File: src/rtl/y86_stage_sequencer.sv
// y86_stage_sequencer: multi-cycle FETCH..PCUPD stage controller with ready handshakes,
// status latch, wait timeout and saturating cycle/retired-instruction counters.
module y86_stage_sequencer #(
    parameter int CNT_W   = 32,
    parameter int TIMEOUT = 16
) (
    input  logic             clk_i,
    input  logic             rst_i,
    input  logic             start_i,
    input  logic [3:0]       icode_i,
    input  logic             instr_valid_i,
    input  logic             imem_error_i,
    input  logic             imem_ready_i,
    input  logic             dmem_ready_i,
    input  logic             dmem_error_i,
    output logic             f_en_o,
    output logic             d_en_o,
    output logic             e_en_o,
    output logic             m_en_o,
    output logic             wb_we_o,
    output logic             pc_we_o,
    output logic [2:0]       stat_o,
    output logic             running_o,
    output logic [CNT_W-1:0] cycle_cnt_o,
    output logic [CNT_W-1:0] instr_cnt_o
);
    typedef enum logic [2:0] {IDLE, FETCH, DECODE, EXECUTE, MEMORY, WRITEBACK, PCUPD, HALT} state_t;
    localparam logic [2:0] AOK = 3'd1;
    localparam logic [2:0] HLT = 3'd2;
    localparam logic [2:0] ADR = 3'd3;
    localparam logic [2:0] INS = 3'd4;
    state_t      state, state_nx;
    logic [3:0]  icode, icode_nx;
    logic [2:0]  stat_nx;
    logic [31:0] wait_cnt;
    logic        retire, expired, mem_op;
    // Expiry fires on the TIMEOUT-th consecutive not-ready cycle; ready is tested first so it wins.
    assign expired = (TIMEOUT != 0) && (wait_cnt == 32'(TIMEOUT - 1));
    assign mem_op  = icode inside {4'h4, 4'h5, 4'h8, 4'h9, 4'hA, 4'hB};
    assign f_en_o    = state == FETCH;
    assign d_en_o    = state == DECODE;
    assign e_en_o    = state == EXECUTE;
    assign m_en_o    = state == MEMORY;
    assign wb_we_o   = state == WRITEBACK;
    assign pc_we_o   = state == PCUPD;
    assign running_o = state != IDLE && state != HALT;
    always_comb begin
        state_nx = state;
        stat_nx  = stat_o;
        icode_nx = icode;
        retire   = 1'b0;
        case (state)
            IDLE: state_nx = start_i ? FETCH : IDLE;
            FETCH: begin
                if (imem_ready_i) begin
                    if (imem_error_i || !instr_valid_i || icode_i == 4'h0) begin
                        state_nx = HALT;
                        stat_nx  = imem_error_i ? ADR : !instr_valid_i ? INS : HLT;
                        retire   = !imem_error_i && instr_valid_i;
                    end else begin
                        state_nx = DECODE;
                        icode_nx = icode_i;
                    end
                end else if (expired) begin
                    state_nx = HALT;
                    stat_nx  = ADR;
                end
            end
            DECODE:  state_nx = EXECUTE;
            EXECUTE: state_nx = mem_op ? MEMORY : WRITEBACK;
            MEMORY: begin
                if (dmem_ready_i) begin
                    state_nx = dmem_error_i ? HALT : WRITEBACK;
                    stat_nx  = dmem_error_i ? ADR : stat_o;
                end else if (expired) begin
                    state_nx = HALT;
                    stat_nx  = ADR;
                end
            end
            WRITEBACK: state_nx = PCUPD;
            PCUPD: begin
                state_nx = FETCH;
                retire   = 1'b1;
            end
            default: state_nx = state;
        endcase
    end
    always_ff @(posedge clk_i or posedge rst_i) begin
        if (rst_i) begin
            state       <= IDLE;
            stat_o      <= AOK;
            icode       <= 4'h0;
            wait_cnt    <= '0;
            cycle_cnt_o <= '0;
            instr_cnt_o <= '0;
        end else begin
            state       <= state_nx;
            stat_o      <= stat_nx;
            icode       <= icode_nx;
            wait_cnt    <= (state_nx == state && (state == FETCH || state == MEMORY)) ? wait_cnt + 32'd1 : '0;
            cycle_cnt_o <= (running_o && cycle_cnt_o != '1) ? cycle_cnt_o + CNT_W'(1) : cycle_cnt_o;
            instr_cnt_o <= (retire && instr_cnt_o != '1) ? instr_cnt_o + CNT_W'(1) : instr_cnt_o;
        end
    end
endmodule

File: config.mk
export PLATFORM = sky130hd
export DESIGN_NAME = y86_stage_sequencer
export DESIGN_NICKNAME = d
export VERILOG_FILES = /design/src/rtl/y86_stage_sequencer.sv
export SDC_FILE = /design/constraint.sdc
export NUM_CORES = 1
export LEC_CHECK = 0
export CAP_MARGIN = 30
export CORE_MARGIN = 8
export CORE_UTILIZATION = 56
export CTS_BUF_LIST = sky130_fd_sc_hd__clkbuf_4
export DETAILED_ROUTE_END_ITERATION = 12
export GPL_TIMING_DRIVEN = 0
export HOLD_SLACK_MARGIN = 0.12
export MAX_ROUTING_LAYER = met4
export PLACE_DENSITY = 0.83
export SLEW_MARGIN = 20
export SYNTH_ARGS = -nofsm -noshare
export SYNTH_HDL_FRONTEND = slang
export SYNTH_SLANG_ARGS = --single-unit
export TNS_END_PERCENT = 5
File: constraint.sdc
create_clock -name clk_i -period 3.74 [get_ports clk_i]
set_input_delay 0.748 -clock clk_i [delete_from_list [all_inputs] [get_ports clk_i]]
set_output_delay 0.748 -clock clk_i [all_outputs]
set_load 0.01 [all_outputs]
# Word level (Yosys, flattened, before mapping)
# Cells that the tools add are included.
# word_totals
register_bits,106
elab_cells,66
# classes
n_eq_ne,19
addsub,3
muxes,20
reduce_logical,17
bitwise_logic,1
# op_table
op,count
$add 32x1->32 const B,3
$ne 32x32->1 const B,2
$mux 3,11
$eq 32x4->1 const B,1
$mux 32,1
$pmux 3 s7,1
$eq 4x4->1 const B,4
$eq 3x3->1 const B,3
$eq 4x3->1 const B,2
$eq 3x2->1 const B,2
$ne 3x3->1 const B,2
$pmux 3 s2,1
$reduce_and 3->1,2
$reduce_bool 6->1,1
$logic_and 1x1->1,5
$logic_not 4->1,1
$mux 1,4
$eq 3x1->1 const B,1
$eq 3x3->1,1
$logic_not 3->1,1
$logic_or 1x1->1,3
$ne 3x2->1 const B,1
$reduce_bool 3->1,1
$logic_not 1->1,2
4 further kinds,4

# Logic depth before layout (Yosys ltp)
# Gate-level depths: netlist of the first run.
# depth
word_depth,9
depth_mapped,8
depth_no_buf,6

# Worst setup path before layout of the first run
# No wires, ideal clock.
# synth_timing
kind,input to register
startpoint,input port icode_i[0]
endpoint,register instr_cnt_o[26]
path_stages,5
path_slack_ps,1579
setup_ps,126
arrival_time_ps,2036
path_cell_list,nor4_4 a31oi_4 a2111oi_4 nand4_1 xnor2_1
# synth_via
elab_chain_len,6
# synth_lines
item,line,source
"start, declared",10,"input logic [3:0] icode_i,"
$logic_not 4->1,56,if (imem_error_i || !instr_valid_i || icode_i == 4'h0) begin
$logic_or 1x1->1,56,
$mux 1,56,
$mux 1,55,if (imem_ready_i) begin
$pmux 1 s2,52,case (state)
$logic_and 1x1->1,102,instr_cnt_o <= (retire && instr_cnt_o != '1) ? instr_cnt_o + CNT_W'(1) : instr_cnt_o;
"end signal, assigned",102,
"end, declared",25,output logic [CNT_W-1:0] instr_cnt_o
# Every way passes these cells.
# A chain may end at the register's enable or synchronous reset.

# Worst setup path after layout of the first run
# layout_timing
startpoint,register state[2]
endpoint,output port running_o
# layout_via
elab_chain_len,2
# layout_lines
item,line,source
"start, declared",32,"state_t state, state_nx;"
"start signal, assigned",97,state <= state_nx;
$ne 3x3->1 or $reduce_bool 3->1 (tied branches),46,assign running_o = state != IDLE && state != HALT;
$logic_and 1x1->1 (*),46,
"end, declared",23,"output logic running_o,"
# Mark *: on every way between the ends. The rest lies on a longest branch, timed or not.

==> results_dict.tcl, run 1 <==
set metrics [dict create \
    run_status "finished, final reports clean" \
    grt_antenna_before_repair 0 \
    globalplace.congestion 0.899 \
    seq_area_frac_synth 0.486 \
    synthesis_warnings 0 \
    post-route-worst-setup-slack_ns 0.776 \
    cts_inserted_buffers 9 \
    syn_area_per_cell_um2 10.3 \
    yosys-top-cells-area "sky130_fd_sc_hd__dfrtp_1 (48%), sky130_fd_sc_hd__xnor2_1 (10%), sky130_fd_sc_hd__nand4_1 (4.3%)" \
    place_worst_setup_slack_ns 0.758 \
    number_of_detailed_route_iterations_in_the_first_pass 7 \
    layout.nets 639 \
    die_area_um2 13100 \
    timing.final.setup_violations 0 \
    die_y_um 114 \
    design.core.area_um2 9590 \
    insertedDiodeCount 0 \
    power_density_nw_per_um2 396 \
    crit_path_start_kind "flop" \
    timing.slew.headroom 0.488 \
    final_count_of_hold_timing_violations 0 \
    cts_setup_buffers 0 \
    post_cts_hold_buffer_count 0 \
    grt_max_degree 61 \
    via_count 4341 \
    timing.rr.start "wait_cnt[28]$_DFF_PP0_" \
    synth-async-reset-ratio 1.00 \
    cellLeakagePower_nw 2.63 \
    vdd_drop_max_uv 206 \
    worstMarginPinSlew_ns 0.762 \
    timing.hold.worst_path_depth 1 \
    regToRegSetupSlack_ns 1.41 \
    cts-resized-gates 0 \
    synth_area_leader_cell "sky130_fd_sc_hd__dfrtp_1" \
    timing.rr.end "wait_cnt[14]$_DFF_PP0_" \
    grt_pass1_vias 4229 \
    h_tree_level_count 3 \
    grt_remaining_overflow 0 \
    starting_utilization_of_the_core_area 0.564 \
    dominantRegCellSynth "sky130_fd_sc_hd__dfrtp_1" \
    fmax_ghz 0.337 \
    finalMaxSlewViolations 0 \
    critical_path.cell_chain "clkbuf_1 -> or3_1 -> nand2_1 -> inv_1 -> clkdlybuf4s50_1" \
    total_global_route_track_usage 0.200 \
    timing.max_cap.violations 0 \
    syn_area_um2 5410 \
    die_width_um 114 \
    synth_fp_nets 542 \
    top_level_i_o_count 86 \
    clock_insertion_delay_worst_skew_ns 0.47 \
    final.setup.tns_ns 0 \
    cts_max_path_buffers 2 \
    synth_cells 527 \
    finalWirelength_um 12200 \
    fin_worst_skew_ns 0.0205 \
    cts.root.buffer_cell "sky130_fd_sc_hd__clkbuf_4" \
    placement_rows 36 \
    layout_worst_path_cycle_share 0.792 \
    mostFrequentLayoutCell "sky130_fd_sc_hd__dfrtp_1" \
    timing.critical_path.slowest_stage_cell "sky130_fd_sc_hd__clkdlybuf4s50_1" \
    drcViolationCount 0 \
    clk_pin_slew_worst_paths_ns 0.14 \
    placed_area_um2 6460 \
    syn2layout_area_growth_pct 21.6 \
    tritoncts_num_sinks 105 \
    crit_path_category "reg -> out" \
    period_minus_slack_ns 2.96 \
    design_area_um2 6580 \
    hp-class "reg -> reg" \
    whs_endpoint "wait_cnt[0]$_DFF_PP0_" \
    reg2regPathDepth 7 \
    timing.critical_path.fanout_max 10 \
    ys_types 56 \
    post_synth_edffs 0 \
    post-synth-top-area-fraction 0.481 \
    ant_nets 0 \
    synth_seq_cells 105 \
    grt_setup_unrepaired "false" \
    numPortBuffers 85 \
    wire_length_per_cell_after_detailed_routing_um 16.0 \
    crit_path_end_kind "primary output" \
    cpPeakStageDelay_ns 0.49 \
    cts_tree "yes" \
    critical_path_required_ns 2.99 \
    global_route_wire_length_before_repair_um 20700 \
    timing.critical_path.arrival_ns 2.22 \
    top_library_cells_by_usage_in_the_layout_fill_and_taps_aside "sky130_fd_sc_hd__dfrtp_1 (104), sky130_fd_sc_hd__clkdlybuf4s50_1 (85), sky130_fd_sc_hd__xnor2_1 (63), sky130_fd_sc_hd__nor2_1 (55), sky130_fd_sc_hd__nand3_1 (39)" \
    dp.final_hpwl_um 9270 \
    final_layout_size_suffix_gt1_frac 0.0763 \
    iter_0_drt_violations 296 \
    min_from "wait_cnt[0]$_DFF_PP0_" \
    avgViaCountPerCell 5.70 \
]
[cell usage after synthesis (all sizes together), types with 2 or more instances]
master and count:
dfrtp 104, and4 15, nor4 17, nand4 38, mux2 4, xnor2 63, clkbuf 8, and2 5
a21oi 6, or4 4, buf 7, nand4b 3, inv 13, nor2 55, nand2b 3, nor3b 2
or3b 2, a31oi 2, o21ai 13, nand2 29, nand3 40, nand3b 2, and3b 3, nor2b 2
xor2 26, o311ai 2, and3 18, ha 3, nor4b 4, or3 4, nor3 17
[worst max-delay path, delay by kind of cell (launching register included)]
family                 cells  cell delay (ns)
buffers and inverters      3             0.79
flip-flops                 1             0.41
AND/OR/NAND/NOR            2             0.56
[stage by stage]
step / hold slack, ns / instances / util / power (mW)
after floorplan: 0.455 / 527 / - / 1.77
after global placement: 0.474 / 745 / 0.670 / 2.08
after detailed placement: 0.480 / 746 / 0.674 / 2.11
after CTS: 0.500 / 762 / 0.686 / 2.63
after global routing: 0.530 / 762 / 0.686 / 2.75
final: 0.496 / 762 / 0.686 / 2.60
[flip-flops by register name, summed over array words and instances, names as in the netlist]
register and cells:
cycle_cnt_o 32, instr_cnt_o 32, wait_cnt 32, icode 3, stat_o 3, state 3
[worst max-delay path by stage]
stage / from / to / slack, ns / cells past startpoint
final: state[2]$_DFF_PP0_ / running_o / 0.78 / 5
after global routing: state[2]$_DFF_PP0_ / running_o / 0.61 / 5
after CTS: state[2]$_DFF_PP0_ / running_o / 0.76 / 5
after detailed placement: icode_i[1] / instr_cnt_o[12]$_DFFE_PP0P_ / 0.76 / 6
after global placement: rst_i / wait_cnt[1]$_DFF_PP0_ / -1.20 / 2
after floorplan: rst_i / cycle_cnt_o[0]$_DFFE_PP0P_ / 0.23 / 1
[routing by layer]
layer / wire length (um) / track usage / vias to the layer above
li1: - / - / 2087
met1: 5180 / 0.238 / 2116
met2: 6060 / 0.330 / 113
met3: 683 / 0.0427 / 25
met4: 249 / 0.0701 / 0
met5: 0 / - / -
[kinds of logic (layout without fill, tap and decap cells)]
logic type	after synthesis	in the layout	synth area share
muxes	5	5	0.0102
adders and majority gates	3	3	0.00694
and+or+nand+nor	265	265	0.288
AOI/OAI and AO/OA	31	31	0.0428
buffers and inverters	29	131	0.0224
xor gates and xnor gates	89	89	0.144
DFF	105	105	0.486
[power breakdown]
part,total (mW),internal (mW),switching [mW]
Sequential,1.35,1.24,0.111
Combinational,0.732,0.353,0.379
Clock,0.520,0.161,0.359
[area by class of cell]
type	count	area, um2
Timing Repair Buffer	86	878
Clock buffer	12	90.1
Fill cell	757	3010
Tap cell	133	166
Multi-Input combinational cell	393	2660
Buffer	15	67.6
Clock inverter	4	30.0
Sequential cell	105	2630
Inverter	14	58.8
Power figures use the tool's default switching activity.
==> run 2: changes to the inputs <==
clock period = 3.1 ns   (was 3.74 ns; I/O delays follow)
==> run 2 against run 1 <==
Against the previous run:
- sequential power up 21%
- sequential cell count unchanged
- total power up 20%
- worst hold slack worse by 0.0067 ns
- first-iteration DRC count down 16%
- utilization up 0.26 points
- largest cell class unchanged
- largest power group unchanged
==> results_dict.tcl, run 2 (synthesized netlist as in run 1, its figures left out) <==
set metrics [dict create \
    final_count_of_hold_timing_violations 0 \
    post_cts_hold_buffer_count 0 \
    drcViolationCount 0 \
    grt_setup_unrepaired "false" \
    iter_0_drt_violations 248 \
    timing.final.setup_violations 0 \
    cts.root.buffer_cell "sky130_fd_sc_hd__clkbuf_4" \
    top_level_i_o_count 86 \
    tritoncts_num_sinks 105 \
    cts_tree "yes" \
    finalMaxSlewViolations 0 \
    critical_path_required_ns 2.48 \
    run_status "finished, final reports clean" \
    grt_max_degree 36 \
    design_area_um2 6610 \
    vdd_drop_max_uv 226 \
    cellLeakagePower_nw 2.64 \
    die_y_um 114 \
    placement_rows 36 \
    post-route-worst-setup-slack_ns 0.272 \
    cts-resized-gates 0 \
    syn2layout_area_growth_pct 22.1 \
    ant_nets 0 \
    global_route_wire_length_before_repair_um 20500 \
    crit_path_end_kind "primary output" \
    cpPeakStageDelay_ns 0.49 \
    h_tree_level_count 3 \
    grt_antenna_before_repair 0 \
    top_library_cells_by_usage_in_the_layout_fill_and_taps_aside "sky130_fd_sc_hd__dfrtp_1 (104), sky130_fd_sc_hd__clkdlybuf4s50_1 (85), sky130_fd_sc_hd__xnor2_1 (63), sky130_fd_sc_hd__nor2_1 (55), sky130_fd_sc_hd__nand3_1 (39)" \
    design.core.area_um2 9590 \
    period_minus_slack_ns 2.83 \
    timing.critical_path.fanout_max 10 \
    timing.rr.start "state[1]$_DFF_PP0_" \
    regToRegSetupSlack_ns 0.85 \
    power_mw 3.13 \
    insertedDiodeCount 0 \
    dp.final_hpwl_um 9110 \
    cts_setup_buffers 0 \
    timing.critical_path.slowest_stage_cell "sky130_fd_sc_hd__clkdlybuf4s50_1" \
    fmax_ghz 0.354 \
    power_density_nw_per_um2 474 \
    crit_path_start_kind "flop" \
    finalWirelength_um 12100 \
    crit_path_category "reg -> out" \
    mostFrequentLayoutCell "sky130_fd_sc_hd__dfrtp_1" \
    worstMarginPinSlew_ns 0.783 \
    grt_pass1_vias 4200 \
    starting_utilization_of_the_core_area 0.564 \
    fin_worst_skew_ns 0.0192 \
    final_layout_size_suffix_gt1_frac 0.0761 \
    clk_pin_slew_worst_paths_ns 0.17 \
    timing.critical_path.arrival_ns 2.21 \
    placed_area_um2 6490 \
    critical_path.cell_chain "clkbuf_1 -> or3_1 -> nand2_1 -> inv_1 -> clkdlybuf4s50_1" \
    hp-class "in -> async" \
    die_area_um2 13100 \
    critical_path_buf_inv_count 3 \
    wire_length_per_cell_after_detailed_routing_um 15.9 \
    total_global_route_track_usage 0.196 \
    timing.hold.ws_ns 0.490 \
    layout_worst_path_cycle_share 0.912 \
    cts_inserted_buffers 9 \
    multiInputGateArea_um2 2660 \
    numPortBuffers 85 \
    regArea_um2 2630 \
    globalplace.congestion 0.968 \
    num-fill-cells 729 \
    timing.max_cap.violations 0 \
    timing.slew.headroom 0.473 \
    die_width_um 114 \
    reg_top3 "cycle_cnt_o: 32 flops, instr_cnt_o: 32 flops, wait_cnt: 32 flops" \
    cp_top_family "buffers and inverters" \
    grt_remaining_overflow 0 \
    avgViaCountPerCell 5.68 \
    place_worst_setup_slack_ns 0.256 \
    timing.rr.end "instr_cnt_o[12]$_DFFE_PP0P_" \
    clock_insertion_delay_worst_skew_ns 0.44 \
    reg2regPathDepth 7 \
    number_of_detailed_route_iterations_in_the_first_pass 5 \
    cts_max_path_buffers 2 \
    layout.nets 641 \
    final.setup.tns_ns 0 \
    via_count 4339 \
]
[run 2: changes by cell type in the layout (fill, tap and decap cells not counted)]
cell / previous run / this run
sky130_fd_sc_hd__buf_16: 1 / 0
sky130_fd_sc_hd__clkinvlp_4: 1 / 2
sky130_fd_sc_hd__buf_12: 0 / 3
sky130_fd_sc_hd__clkinv_1: 0 / 2
sky130_fd_sc_hd__clkbuf_4: 12 / 9
[run 2: final cells by class]
class | instances | area share
Tap cell | 133 | 0.0252
Multi-Input combinational cell | 393 | 0.403
Inverter | 14 | 0.00871
Timing Repair Buffer | 88 | 0.138
Sequential cell | 105 | 0.398
Clock inverter | 7 | 0.00701
Buffer | 15 | 0.0102
Clock buffer | 9 | 0.0102
[run 2: metal layers]
layer  wire (um)  global-route usage  share of wire  vias up
met5           0                   -              0        -
met4         231              0.0763          0.019        0
met3         595              0.0338          0.049       19
met2        5860               0.306           0.48      103
met1        5440               0.251           0.45     2128
li1            -                   -              -     2089
[run 2: worst reg2reg max path, stage by stage (launching register included)]
cell and delay (ns):
sky130_fd_sc_hd__dfrtp_1 0.38, sky130_fd_sc_hd__buf_2 0.16, sky130_fd_sc_hd__or3b_4 0.40, sky130_fd_sc_hd__clkinv_2 0.11
sky130_fd_sc_hd__a31oi_4 0.12, sky130_fd_sc_hd__a311oi_1 0.63, sky130_fd_sc_hd__nand4_1 0.20, sky130_fd_sc_hd__xnor2_1 0.16
[run 2: stage by stage]
stage / std cells / utilization
final: 764 / 0.689
after CTS: 764 / 0.689
after floorplan: 527 / -
after global placement: 745 / 0.671
after detailed placement: 748 / 0.677
after global routing: 764 / 0.689
[run 2: how the worst max path moves through the flow]
stage,startpoint,to,slack [ns],depth (start not counted)
floorplan,icode_i[0],instr_cnt_o[26]$_DFFE_PP0P_,1.07,5
global placement,rst_i,wait_cnt[24]$_DFF_PP0_,0.22,2
detailed placement,icode_i[0],instr_cnt_o[12]$_DFFE_PP0P_,0.26,6
CTS,state[2]$_DFF_PP0_,running_o,0.25,5
global route,state[0]$_DFF_PP0_,e_en_o,0.07,4
finish,state[2]$_DFF_PP0_,running_o,0.27,5
[run 2: report_power, final]
part           internal, mW  leakage [nW]  switching [mW]  total [mW]
sequential             1.50          1.42           0.131        1.63
clock                 0.165        0.0614           0.451       0.616
combinational         0.429          1.16           0.459       0.888
total                  2.09          2.64            1.04        3.13
==> run 3: changes to the inputs <==
RECOVER_POWER = 100   (was not set)
==> run 3 against run 2 <==
Against the previous run:
- the run now ends with max-capacitance violations, max-slew violations left
- utilization down 1.2 points
- non-clock buffer count unchanged
- routed wire length down 0.33%
- sequential cell count unchanged
- total power down 2.1%
- first-iteration DRC count up 17%
- clock skew up 0.0017 ns
- critical path depth unchanged
- largest cell class is now flip-flops and latches
- largest power group unchanged
==> results_dict.tcl, run 3 (synthesized netlist as in run 1, its figures left out) <==
set metrics [dict create \
    clock_power_share 0.201 \
    iter_0_drt_violations 291 \
    timing.critical_path.fanout_max 10 \
    cts.root.buffer_cell "sky130_fd_sc_hd__clkbuf_4" \
    timing.critical_path.arrival_ns 2.19 \
    syn2layout_area_growth_pct 19.9 \
    final_cells 764 \
    insertedDiodeCount 0 \
    cpPeakStageDelay_ns 0.49 \
    critical_path_buf_inv_count 3 \
    cts_inserted_buffers 9 \
    cellLeakagePower_nw 2.82 \
    design.core.area_um2 9590 \
    global_route_wire_length_before_repair_um 20500 \
    number_of_detailed_route_iterations_in_the_first_pass 7 \
    period_minus_slack_ns 2.81 \
    total_global_route_track_usage 0.196 \
    crit_path_end_kind "primary output" \
    via_count 4365 \
    grt_max_degree 36 \
    timing.hold.ws_ns 0.500 \
    multiInputGateArea_um2 2570 \
    violations "max-capacitance violations, max-slew violations" \
    layout_worst_path_cycle_share 0.907 \
    switching_share 0.335 \
    post_cts_hold_buffer_count 0 \
    fmax_ghz 0.356 \
    crit_path_category "reg -> out" \
    finalWirelength_um 12100 \
    reg_top3 "cycle_cnt_o: 32 flops, instr_cnt_o: 32 flops, wait_cnt: 32 flops" \
    dpl.cell_count 748 \
    power_frac_seq 0.530 \
    num-fill-cells 750 \
    drcViolationCount 0 \
    grt_remaining_overflow 0 \
    vdd_drop_max_uv 225 \
    top_library_cells_by_usage_in_the_layout_fill_and_taps_aside "sky130_fd_sc_hd__dfrtp_1 (104), sky130_fd_sc_hd__dlygate4sd3_1 (75), sky130_fd_sc_hd__xnor2_1 (63), sky130_fd_sc_hd__nor2_1 (55), sky130_fd_sc_hd__nand3_1 (39)" \
    worstMarginPinSlew_ns 1.56 \
    ant_nets 0 \
    die_area_um2 13100 \
    h_tree_level_count 3 \
    power_density_nw_per_um2 473 \
    critical_path.cell_chain "clkbuf_1 -> or3_1 -> nand2_1 -> inv_1 -> clkdlybuf4s50_1" \
    clk_pin_slew_worst_paths_ns 0.17 \
    post-route-util 0.676 \
    grt_setup_unrepaired "false" \
    top_level_i_o_count 86 \
    hp-class "reg -> reg" \
    layout.nets 641 \
    regArea_um2 2630 \
    grt_antenna_before_repair 0 \
    netSwitchingPower_mw 1.03 \
    finalMaxSlewViolations 36 \
    avgViaCountPerCell 5.71 \
    placement_rows 36 \
    die_y_um 114 \
    timing.max_cap.violations 1 \
    final_layout_size_suffix_gt1_frac 0.0523 \
    fin_worst_skew_ns 0.0209 \
    final_count_of_hold_timing_violations 0 \
    mostFrequentLayoutCell "sky130_fd_sc_hd__dfrtp_1" \
    cp_top_family "buffers and inverters" \
    place_worst_setup_slack_ns 0.256 \
    clock_insertion_delay_worst_skew_ns 0.44 \
    tritoncts_num_sinks 105 \
    crit_path_start_kind "flop" \
    wire_length_per_cell_after_detailed_routing_um 15.8 \
    numPortBuffers 85 \
    critical_path_required_ns 2.48 \
    globalplace.congestion 0.968 \
    cts_setup_buffers 0 \
    cts_tree "yes" \
    timing.final.setup_violations 0 \
    power_report.internal_total_mw 2.04 \
    dp.final_hpwl_um 9110 \
    final.setup.tns_ns 0 \
    pwr-share-comb 0.270 \
    die_width_um 114 \
    starting_utilization_of_the_core_area 0.564 \
    grt_pass1_vias 4200 \
    timing.slew.headroom -0.0411 \
    timing.critical_path.slowest_stage_cell "sky130_fd_sc_hd__clkdlybuf4s50_1" \
    cts_max_path_buffers 2 \
    run_status "finished with violations" \
    cts-resized-gates 0 \
    post-route-worst-setup-slack_ns 0.289 \
]
==> run 3: changes by cell type in the layout (fill, tap and decap cells not counted), sizes merged <==
cell / change
buf: -6
clkbuf: +5
clkdlybuf4s50: -75
dlygate4sd3: +75
dlymetal6s4s: +1
==> run 3: worst reg2reg max path, stage by stage, from the launching register on <==
cell and delay (ns):
sky130_fd_sc_hd__dfrtp_1 0.48, sky130_fd_sc_hd__nand4_1 0.25, sky130_fd_sc_hd__or4_1 0.59, sky130_fd_sc_hd__nor3_1 0.75
sky130_fd_sc_hd__nor4b_1 0.16, sky130_fd_sc_hd__xor2_1 0.18
==> run 3: area by class of cell <==
type | count | area share
Clock inverter | 7 | 0.00713
Tap cell | 133 | 0.0256
Buffer | 15 | 0.00964
Sequential cell | 105 | 0.405
Clock buffer | 9 | 0.0104
Timing Repair Buffer | 88 | 0.137
Multi-Input combinational cell | 393 | 0.397
Inverter | 14 | 0.00848
==> run 3: metrics by stage <==
stage	power [mW]	area, um2
4_1_cts	3.16	6610
2_1_floorplan	2.13	5420
5_1_grt	3.25	6490
3_5_place_dp	2.54	6490
3_3_place_gp	2.51	6430
6_report	3.07	6490
==> run 3: power by group through the flow <==
stage | Combinational [mW] | Sequential [mW] | Clock (mW)
after floorplan | 0.461 | 1.67 | 0
after global placement | 0.861 | 1.65 | 0
after detailed placement | 0.889 | 1.65 | 0
after CTS | 0.893 | 1.63 | 0.635
after global routing | 0.914 | 1.65 | 0.688
final | 0.827 | 1.62 | 0.616
==> run 3: worst paths after layout <==
| path | depth (start not counted) | start | to | slack [ns] |
|---|---|---|---|---|
| max in group asynchronous | 3 | rst_i | wait_cnt[9]$_DFF_PP0_ | 0.51 |
| setup / recovery | 5 | state[2]$_DFF_PP0_ | running_o | 0.29 |
| hold / removal | 1 | cycle_cnt_o[23]$_DFFE_PP0P_ | cycle_cnt_o[23]$_DFFE_PP0P_ | 0.50 |
| setup reg to reg | 5 | cycle_cnt_o[17]$_DFFE_PP0P_ | cycle_cnt_o[29]$_DFFE_PP0P_ | 0.55 |
| hold reg to reg | 1 | cycle_cnt_o[23]$_DFFE_PP0P_ | cycle_cnt_o[23]$_DFFE_PP0P_ | 0.50 |
| min in group asynchronous | 2 | rst_i | cycle_cnt_o[28]$_DFFE_PP0P_ | 0.65 |
==> run 3: layer usage <==
layer | share of wire | GRT usage | up-vias | wire length, um
met2 | 0.49 | 0.306 | 129 | 5880
met1 | 0.44 | 0.251 | 2121 | 5320
met3 | 0.056 | 0.0338 | 16 | 673
met4 | 0.018 | 0.0763 | 0 | 214
met5 | 0 | - | - | 0
li1 | - | - | 2099 | -
